[src/rtl/spi_s_rx_pkg.sv]
// Shared types and defaults for the SPI slave receiver.
package spi_s_rx_pkg;

    localparam int SPI_DW      = 12;
    localparam int SPI_LEAD_IN = 1;
    localparam int SPI_SYNC    = 2;

    typedef enum logic [1:0] {WAIT_CS, IDLE, LEAD, SHIFT} spi_rx_state_t;

    // Bits needed to hold the value n (n >= 1).
    function automatic int cnt_w(input int n);
        return (n < 1) ? 1 : $clog2(n + 1);
    endfunction

endpackage

[src/rtl/spi_s_rx_if.sv]
// SPI pin bundle plus the parallel-word result of the slave receiver.
interface spi_s_rx_if import spi_s_rx_pkg::*; #(parameter int DW = SPI_DW);

    logic          cs;
    logic          sclk;
    logic          mosi;
    logic [DW-1:0] dout;
    logic          done;
    logic          err;
    logic          busy;

    modport master (output cs, sclk, mosi, input  dout, done, err, busy);
    modport slave  (input  cs, sclk, mosi, output dout, done, err, busy);

endinterface

[src/rtl/spi_s_rx_sync.sv]
// 1-bit synchronizer chain of SYNC flops plus one extra delay flop for edge detection.
module spi_s_rx_sync #(
    parameter int   SYNC    = 2,
    parameter logic RST_VAL = 1'b0
) (
    input  logic i_clk,
    input  logic i_rst_n,
    input  logic i_d,
    output logic o_q,
    output logic o_d
);

    logic [SYNC-1:0] r_sh;
    logic            r_d;

    always_ff @(posedge i_clk or negedge i_rst_n) begin
        if (!i_rst_n) begin
            r_sh <= {SYNC{RST_VAL}};
            r_d  <= RST_VAL;
        end else begin
            r_sh <= {r_sh[SYNC-2:0], i_d};
            r_d  <= r_sh[SYNC-1];
        end
    end

    assign o_q = r_sh[SYNC-1];
    assign o_d = r_d;

endmodule

[src/rtl/spi_s_rx.sv]
// SPI slave receiver: oversamples cs/sclk/mosi, rebuilds LSB-first frames, pulses done per word.
module spi_s_rx import spi_s_rx_pkg::*; #(
    parameter int DW      = SPI_DW,
    parameter int LEAD_IN = SPI_LEAD_IN,
    parameter int SYNC    = SPI_SYNC
) (
    input  logic       i_clk,
    input  logic       i_rst_n,
    spi_s_rx_if.slave  bus
);

    localparam int BW   = cnt_w(DW);
    localparam int LW   = cnt_w(LEAD_IN);
    localparam int HOLD = SYNC + 2;
    localparam int HW   = cnt_w(HOLD);

    logic w_cs_q, w_cs_d, w_sclk_q, w_sclk_d, w_mosi_q, w_mosi_d;
    logic w_unused;

    spi_s_rx_sync #(.SYNC(SYNC), .RST_VAL(1'b1)) u_cs (
        .i_clk(i_clk), .i_rst_n(i_rst_n), .i_d(bus.cs),   .o_q(w_cs_q),   .o_d(w_cs_d));
    spi_s_rx_sync #(.SYNC(SYNC), .RST_VAL(1'b0)) u_sclk (
        .i_clk(i_clk), .i_rst_n(i_rst_n), .i_d(bus.sclk), .o_q(w_sclk_q), .o_d(w_sclk_d));
    spi_s_rx_sync #(.SYNC(SYNC), .RST_VAL(1'b0)) u_mosi (
        .i_clk(i_clk), .i_rst_n(i_rst_n), .i_d(bus.mosi), .o_q(w_mosi_q), .o_d(w_mosi_d));

    assign w_unused = w_mosi_q;

    logic w_rise, w_cs_fall, w_tick;
    assign w_rise    = w_sclk_q & ~w_sclk_d;
    assign w_cs_fall = w_cs_d & ~w_cs_q;
    // Edge only counts while the pre-edge cs is still low.
    assign w_tick    = w_rise & ~w_cs_d;

    spi_rx_state_t r_state, w_next;
    logic [HW-1:0] r_hold;
    logic [LW-1:0] r_lead;
    logic [BW-1:0] r_bitcnt;
    logic [DW-1:0] r_sr;
    logic [DW-1:0] r_dout;
    logic          r_fin, r_done, r_err, r_busy;
    logic          w_start, w_lead_inc, w_shift, w_abort, w_last;

    always_ff @(posedge i_clk or negedge i_rst_n) begin
        if (!i_rst_n) r_state <= WAIT_CS;
        else          r_state <= w_next;
    end

    // Leaving WAIT_CS needs cs_d high longer than the sync reset values can fake,
    // so a frame already running when reset releases is skipped.
    always_comb begin
        w_next = r_state;
        case (r_state)
            WAIT_CS: if (w_cs_d && r_hold == HW'(HOLD)) w_next = IDLE;
            IDLE:    if (w_cs_fall) w_next = LEAD;
            LEAD: begin
                if (w_cs_d)                                     w_next = IDLE;
                else if (w_tick && r_lead == LW'(LEAD_IN - 1))  w_next = SHIFT;
            end
            SHIFT: begin
                if (w_cs_d)                                     w_next = IDLE;
                else if (w_tick && r_bitcnt == BW'(DW - 1))     w_next = WAIT_CS;
            end
            default: w_next = WAIT_CS;
        endcase
    end

    always_comb begin
        w_start    = 1'b0;
        w_lead_inc = 1'b0;
        w_shift    = 1'b0;
        w_abort    = 1'b0;
        case (r_state)
            IDLE:  w_start = w_cs_fall;
            LEAD: begin
                w_abort    = w_cs_d;
                w_lead_inc = w_tick;
            end
            SHIFT: begin
                w_abort = w_cs_d;
                w_shift = w_tick;
            end
            default: ;
        endcase
    end

    assign w_last = w_shift & (r_bitcnt == BW'(DW - 1));

    always_ff @(posedge i_clk or negedge i_rst_n) begin
        if (!i_rst_n) begin
            r_hold   <= '0;
            r_lead   <= '0;
            r_bitcnt <= '0;
            r_sr     <= '0;
            r_dout   <= '0;
            r_fin    <= 1'b0;
            r_done   <= 1'b0;
            r_err    <= 1'b0;
            r_busy   <= 1'b0;
        end else begin
            if (r_state != WAIT_CS || !w_cs_d) r_hold <= '0;
            else if (r_hold != HW'(HOLD))      r_hold <= r_hold + 1'b1;

            if (w_start)         r_lead <= '0;
            else if (w_lead_inc) r_lead <= r_lead + 1'b1;

            if (w_start)      r_sr <= '0;
            else if (w_shift) r_sr <= {w_mosi_d, r_sr[DW-1:1]};

            if (w_start || w_abort || r_fin) r_bitcnt <= '0;
            else if (w_shift)                r_bitcnt <= r_bitcnt + 1'b1;

            // Word is complete one cycle after the last shift; publish it then.
            r_fin  <= w_last;
            r_done <= r_fin;
            r_err  <= w_abort;
            if (r_fin) r_dout <= r_sr;

            if (w_start)               r_busy <= 1'b1;
            else if (w_abort || r_fin) r_busy <= 1'b0;
        end
    end

    assign bus.dout = r_dout;
    assign bus.done = r_done;
    assign bus.err  = r_err;
    assign bus.busy = r_busy;

endmodule

[src/flat_wrapper.sv]
// flat-port wrapper written by rule: the top's interface ports become plain ports
module spi_s_rx_flat import spi_s_rx_pkg::*;
#(
    parameter int DW      = SPI_DW,
    parameter int LEAD_IN = SPI_LEAD_IN,
    parameter int SYNC    = SPI_SYNC
)
  (i_clk, i_rst_n, bus_cs, bus_sclk, bus_mosi, bus_dout, bus_done, bus_err, bus_busy);
  spi_s_rx_if #(.DW(DW)) bus_i ();
  input  logic i_clk;
  input  logic i_rst_n;
  input wire logic [$bits(bus_i.cs)-1:0] bus_cs;
  input wire logic [$bits(bus_i.sclk)-1:0] bus_sclk;
  input wire logic [$bits(bus_i.mosi)-1:0] bus_mosi;
  output wire logic [$bits(bus_i.dout)-1:0] bus_dout;
  output wire logic [$bits(bus_i.done)-1:0] bus_done;
  output wire logic [$bits(bus_i.err)-1:0] bus_err;
  output wire logic [$bits(bus_i.busy)-1:0] bus_busy;
  assign bus_i.cs = bus_cs;
  assign bus_i.sclk = bus_sclk;
  assign bus_i.mosi = bus_mosi;
  assign bus_dout = bus_i.dout;
  assign bus_done = bus_i.done;
  assign bus_err = bus_i.err;
  assign bus_busy = bus_i.busy;
  spi_s_rx #(.DW(DW), .LEAD_IN(LEAD_IN), .SYNC(SYNC)) u_core (.i_clk(i_clk), .i_rst_n(i_rst_n), .bus(bus_i));
endmodule
[config.mk]
export PLATFORM = sky130hd
export DESIGN_NAME = spi_s_rx_flat
export DESIGN_NICKNAME = d
export VERILOG_FILES = /design/src/rtl/spi_s_rx_pkg.sv /design/src/rtl/spi_s_rx_if.sv /design/src/rtl/spi_s_rx_sync.sv /design/src/rtl/spi_s_rx.sv /design/src/flat_wrapper.sv
export SDC_FILE = /design/constraint.sdc
export NUM_CORES = 1
export LEC_CHECK = 0
export ABC_AREA = 1
export CAP_MARGIN = 20
export CELL_PAD_IN_SITES_DETAIL_PLACEMENT = 2
export CELL_PAD_IN_SITES_GLOBAL_PLACEMENT = 2
export CORE_UTILIZATION = 34
export CTS_CLUSTER_SIZE = 28
export DETAILED_ROUTE_END_ITERATION = 16
export PLACE_DENSITY = 0.8
export SLEW_MARGIN = 0
export SYNTH_ARGS = -nofsm -noshare
export SYNTH_HDL_FRONTEND = slang
export SYNTH_SLANG_ARGS = --single-unit
[constraint.sdc]
create_clock -name i_clk -period 1.4 [get_ports i_clk]
set_input_delay 0.28 -clock i_clk [delete_from_list [all_inputs] [get_ports i_clk]]
set_output_delay 0.28 -clock i_clk [all_outputs]
set_load 0.005 [all_outputs]
==> reports/results.ini, run 1 <==
[cts]
numCtsBuffers=5
clock-sinks=47
clockRootBuffer=clkbuf_8
clock_latency_ns=0.31
cts_max_path_buffers=2
path_clk_slew_ns=0.08
h-tree-depth=2
cts_tree=done

[grt]
grt_pass1_vias=1663
antenna_found_initial=0
grt_first_pass_wirelength_um=8310
grt_max_degree=48
grt_use_total_pct=18.7
grt-ovfl-total=0

[sta]
setup_violations=0
worst_pin_slew_ns=0.314
hold_ws_ns=0.356
setup_tns_ns=0
slew_headroom_pct=78.9
rsz0062_at_grt=yes
finClkSkew_ns=0.0101
drv_slew=0
max_freq_mhz=763
hold_violations=0
finalCriticalPeriod_ns=1.31
fin_crit_sh_pct=93.6

[worst_setup_path]
r2r_end=u_core.r_bitcnt[2]$_DFFE_PN0P_
r2r_setup_slack_ns=0.09
crit_fanout=11
r2r_start=u_core.u_cs.o_d$_DFF_PN1_
critPathCaptureType=flop
setup.worst_path.start=u_core.u_cs.o_d$_DFF_PN1_
r2r_cells=6
worstPathRequired_ns=1.59
crit_path_end=u_core.r_bitcnt[2]$_DFFE_PN0P_
path_class=reg2reg
start_kind=flop
cp.arrival_ns=1.50

[finish]
layout_commonest_cell=nand2_1
design_area_mm2=0.00238
area_growth_syn_to_layout_pct=27.6
nets=246
num_antenna_cells=0
final_util_pct=45.7
drive_gt1_share_pct=15.1
final_cell_mix=nand2_1 (69), dfrtp_1 (43), inv_1 (16)

[yosys]
syn_avg_cell_area_um2=9.32
ys_warn_count=0
syn_inst=200
ys_types=20
syn-num-nets=208
synth_area_mm2=0.00186
ys_ff_latch=47
ys_seq_area_share_pct=63.3

[placement]
placed_area_mm2=0.00222
gp_congestion=0.802
dpl.hpwl_um=3200
port_buffers=19

[power]
powerDensity_mw_per_mm2=1370
total_power_mw=3.26
leakage_nw=1.26
vdd_drop_max_v=0.000600

[drt]
vias_per_cell=4.83
drtIter0Drc=84
vias=1492
wl_per_cell_um=15.5
drt-total-wl_um=4800
firstDrtPassIters=4
ant_nets=0
drc_errors=0

[status]
status=complete, no violations

[floorplan]
rows=26
coreArea_mm2=0.00520
ios=20
die_area_mm2=0.00578
die_y_um=76.1
initial_utilization_pct=35.8
die_x_um=76.1

[min_path]
hp-start=u_core.u_mosi.r_sh[1]$_DFF_PN0_
hold_path.class=reg2reg

[job]
maxCapViolCount=0

==> sequential cells by signal (all words and copies together) (netlist names) <==
name / flops
u_core.u_mosi.r_sh: 2
u_core.u_sclk.o_d: 1
u_core.r_bitcnt: 4
u_core.r_sr: 12
u_core.r_state: 2
u_core.bus.err: 1
u_core.u_cs.r_sh: 2
u_core.r_fin: 1
u_core.r_hold: 3
u_core.u_sclk.r_sh: 2
u_core.u_cs.o_d: 1
u_core.bus.dout: 12
u_core.r_lead: 1
u_core.u_mosi.o_d: 1
u_core.bus.busy: 1
u_core.bus.done: 1
==> metal layers <==
metal	part of all wire, %	wire length [um]	vias up	global-route usage (%)
li1	-	-	704	-
met5	0	0	-	0
met1	42	2000	759	21.9
met3	2.4	117	7	3.59
met4	1.3	63	0	5.77
met2	55	2620	22	34.4
==> per-stage QoR <==
| step | setup WS [ns] | std cells |
|---|---|---|
| 3_3_place_gp | 0.145 | 296 |
| 2_1_floorplan | 0.120 | 200 |
| 5_1_grt | -0.0163 | 309 |
| 6_report | 0.0894 | 309 |
| 3_5_place_dp | 0.0676 | 296 |
| 4_1_cts | 0.0222 | 308 |
==> worst min path at each step <==
stage / cells after the start / slack, ns / end
5_1_grt: 0 / 0.36 / u_core.u_cs.r_sh[1]$_DFF_PN1_
2_1_floorplan: 0 / -0.02 / u_core.bus.busy$_DFFE_PN0P_
4_1_cts: 0 / 0.36 / u_core.u_mosi.o_d$_DFF_PN0_
3_3_place_gp: 2 / 0.29 / u_core.bus.dout[4]$_DFFE_PN0P_
6_report: 0 / 0.36 / u_core.u_mosi.o_d$_DFF_PN0_
3_5_place_dp: 2 / 0.29 / u_core.bus.dout[3]$_DFFE_PN0P_
==> synth_stat cells (all sizes together) <==
library cell	n	share of area, %
a21oi	4	1.1
a31oi	1	0.34
buf	3	1.1
clkbuf	2	0.40
dfrtp	44	59
dfstp	3	4.2
ha	3	2.0
inv	17	3.4
nand2	71	15
nand3	15	4.0
nor2	14	3.0
nor3	4	1.3
o21ai	17	4.6
xor2	2	0.94
==> worst max-delay path: stages, from the launching register on <==
cell     delay [ns]
dfstp_2        0.39
buf_4          0.15
nor2_2         0.14
nand3_1        0.10
buf_6          0.16
nor3_1         0.17
nor2_1         0.09
==> timing repair <==
action	CTS	global route
buffers inserted	3	1
hold endpoints to repair	44	0
resized for setup	15	5
hold buffers	1	0
endpoints found under the setup margin	15	7
==> report_power, final <==
part	internal (mW)	switching, mW	leakage [nW]
Combinational	0.271	0.383	0.575
Clock	0.578	0.464	0.0612
Sequential	1.47	0.0955	0.624
==> cell type report <==
cell class              instances  area, um2
clock buffers                   6       82.6
fillers                       586       2830
inverters                      17       63.8
flip-flops and latches         47       1180
repair buffers                 36        325
clock inverters                 2       35.0
multi-input cells             131        603
well taps                      70       87.6
==> kinds of logic after synthesis <==
logic type               Yosys count  share of synthesized area (%)
AO/OA/AOI/OAI                     22                           5.97
adder cells (fa/ha/maj)            3                           2.01
flip-flops                        47                           63.3
buffers and inverters             22                           4.90
XOR/XNOR                           2                          0.940
AND/OR/NAND/NOR                  104                           22.9
(Power assumes the default switching activity.)
==> run 2, diff against run 1 <==
--- a/config.mk
+++ b/config.mk
@@ -13,6 +13,7 @@
 export CTS_CLUSTER_SIZE = 28
 export DETAILED_ROUTE_END_ITERATION = 16
 export PLACE_DENSITY = 0.8
+export REMOVE_ABC_BUFFERS = 1
 export SLEW_MARGIN = 0
 export SYNTH_ARGS = -nofsm -noshare
 export SYNTH_HDL_FRONTEND = slang
==> reports/results.ini, run 2 (synthesis results as in run 1) <==
[floorplan]
die_y_um=76.1
die_x_um=76.1
rows=26
die_area_mm2=0.00578
coreArea_mm2=0.00520
initial_utilization_pct=35.8
ios=20

[worst_setup_path]
critPathSlowestCell=dfstp_2
r2r_end=u_core.r_bitcnt[2]$_DFFE_PN0P_
r2r_cells=7
cp.arrival_ns=1.57
r2r_start=u_core.u_cs.o_d$_DFF_PN1_
path_class=reg2reg
crit_fanout=5
r2r_setup_slack_ns=0.06
critPathCaptureType=flop
cpMostUsedCell=buf_4
worstPathRequired_ns=1.62
start_kind=flop
cp_cell_sequence=buf_4, nor2_2, nand3_2, buf_4, o21ai_0, nand2_1, nor2_1
critPathMaxStageDelay_ns=0.41

[placement]
dpl.hpwl_um=3020
placed_area_mm2=0.00222
gp_congestion=0.828
port_buffers=19

[cts]
cts_max_path_buffers=2
cts_tree=done
clock-sinks=47
path_clk_slew_ns=0.08
clock_latency_ns=0.30
numCtsBuffers=5
clockRootBuffer=clkbuf_8
h-tree-depth=2

[grt]
grt-ovfl-total=0
antenna_found_initial=0
grt_first_pass_wirelength_um=7610
grt_max_degree=48
grt_pass1_vias=1573
grt_use_total_pct=17.2

[drt]
firstDrtPassIters=4
drt-total-wl_um=4580
wl_met1_um=1910
wl_per_cell_um=14.9
vias=1463
dr.max_layer_used=met4
drtIter0Drc=57
met3_length_um=120
ant_nets=0
wl_met2_um=2500
drc_errors=0
vias_per_cell=4.77

[status]
status=complete, no violations

[sta]
hold_violations=0
worst_pin_slew_ns=0.248
finalCriticalPeriod_ns=1.34
rsz0062_at_grt=yes
max_freq_mhz=745
setup_tns_ns=0
slew_headroom_pct=83.3
finClkSkew_ns=0.00824
fin_crit_sh_pct=95.9
hold_ws_ns=0.355
setup_violations=0
drv_slew=0

[finish]
nets=244
num_antenna_cells=0
design_area_mm2=0.00238
final_cell_mix=nand2_1 (67), dfrtp_1 (42), inv_1 (16)
layout_commonest_cell=nand2_1
area_growth_syn_to_layout_pct=27.4
final_util_pct=45.6
drive_gt1_share_pct=16.9

[power]
vdd_drop_max_v=0.000680
leakage_nw=1.26
powerDensity_mw_per_mm2=1320

[min_path]
hold_end=u_core.u_sclk.r_sh[1]$_DFF_PN0_
hold_path.class=reg2reg
hp-start=u_core.u_sclk.r_sh[0]$_DFF_PN0_
min_path_cells=0

[job]
maxCapViolCount=0

run 2: how the worst max path moves through the flow:
stage                                        from                        endpoint  slack, ns  cells past startpoint
finish                  u_core.u_cs.o_d$_DFF_PN1_  u_core.r_bitcnt[2]$_DFFE_PN0P_       0.06                      7
global route         u_core.r_hold[0]$_DFFE_PN0P_   u_core.r_state[1]$_DFFE_PN0P_      -0.04                      9
CTS                     u_core.u_cs.o_d$_DFF_PN1_  u_core.r_bitcnt[2]$_DFFE_PN0P_      0.006                      6
detailed placement      u_core.u_cs.o_d$_DFF_PN1_  u_core.r_bitcnt[3]$_DFFE_PN0P_       0.04                      7
global placement        u_core.u_cs.o_d$_DFF_PN1_  u_core.r_bitcnt[0]$_DFFE_PN0P_       0.08                      6
floorplan           u_core.r_state[1]$_DFFE_PN0P_      u_core.r_sr[1]$_DFFE_PN0P_      -0.03                      5
run 2: routing by layer:
| layer | up-vias | GRT usage (%) |
|---|---|---|
| met3 | 6 | 3.95 |
| li1 | 702 | - |
| met4 | 0 | 5.19 |
| met1 | 735 | 19.0 |
| met2 | 20 | 32.4 |
| met5 | - | 0 |
run 2: layout make-up:
class / instances / area [um2]
Clock buffer: 8 / 100
Fill cell: 582 / 2830
Sequential cell: 47 / 1180
Multi-Input combinational cell: 131 / 628
Inverter: 17 / 63.8
Timing Repair Buffer: 34 / 314
Tap cell: 70 / 87.6
run 2: worst max-delay path, delay by kind of cell, from the launching register on:
family	cells	cell delay, ns
AOI/OAI and AO/OA	1	0.14
DFF	1	0.41
and+or+nand+nor	4	0.43
buffers and inverters	2	0.29
run 2: what timing repair did:
| item | in CTS | in global routing |
|---|---|---|
| gates cloned | 0 | 0 |
| pin swaps | 0 | 2 |
| hold buffers | 1 | 0 |
| endpoints found under the hold margin | 44 | 0 |
| endpoints found under the setup margin | 15 | 10 |
| resized for setup | 17 | 10 |
| buffers inserted | 1 | 2 |
run 2: through the flow:
step | setup WS [ns] | power (mW) | std cells
final | 0.0570 | 3.13 | 307
after global routing | -0.0425 | 3.31 | 307
after CTS | 0.00615 | 3.10 | 305
after detailed placement | 0.0380 | 2.20 | 295
after global placement | 0.0804 | 2.16 | 295
after floorplan | -0.0308 | 1.92 | 195
run 2: power by group:
group | total (mW) | switching (mW) | internal, mW
registers | 1.58 | 0.108 | 1.48
clock network | 0.891 | 0.440 | 0.451
logic | 0.657 | 0.387 | 0.270
==> run 3, diff against run 2 <==
--- a/config.mk
+++ b/config.mk
@@ -6,7 +6,6 @@
 export NUM_CORES = 1
 export LEC_CHECK = 0
 export ABC_AREA = 1
-export CAP_MARGIN = 20
 export CELL_PAD_IN_SITES_DETAIL_PLACEMENT = 2
 export CELL_PAD_IN_SITES_GLOBAL_PLACEMENT = 2
 export CORE_UTILIZATION = 34
==> results of run 3 <==
The final DEF is identical to that of run 2; final timing and power are the same.
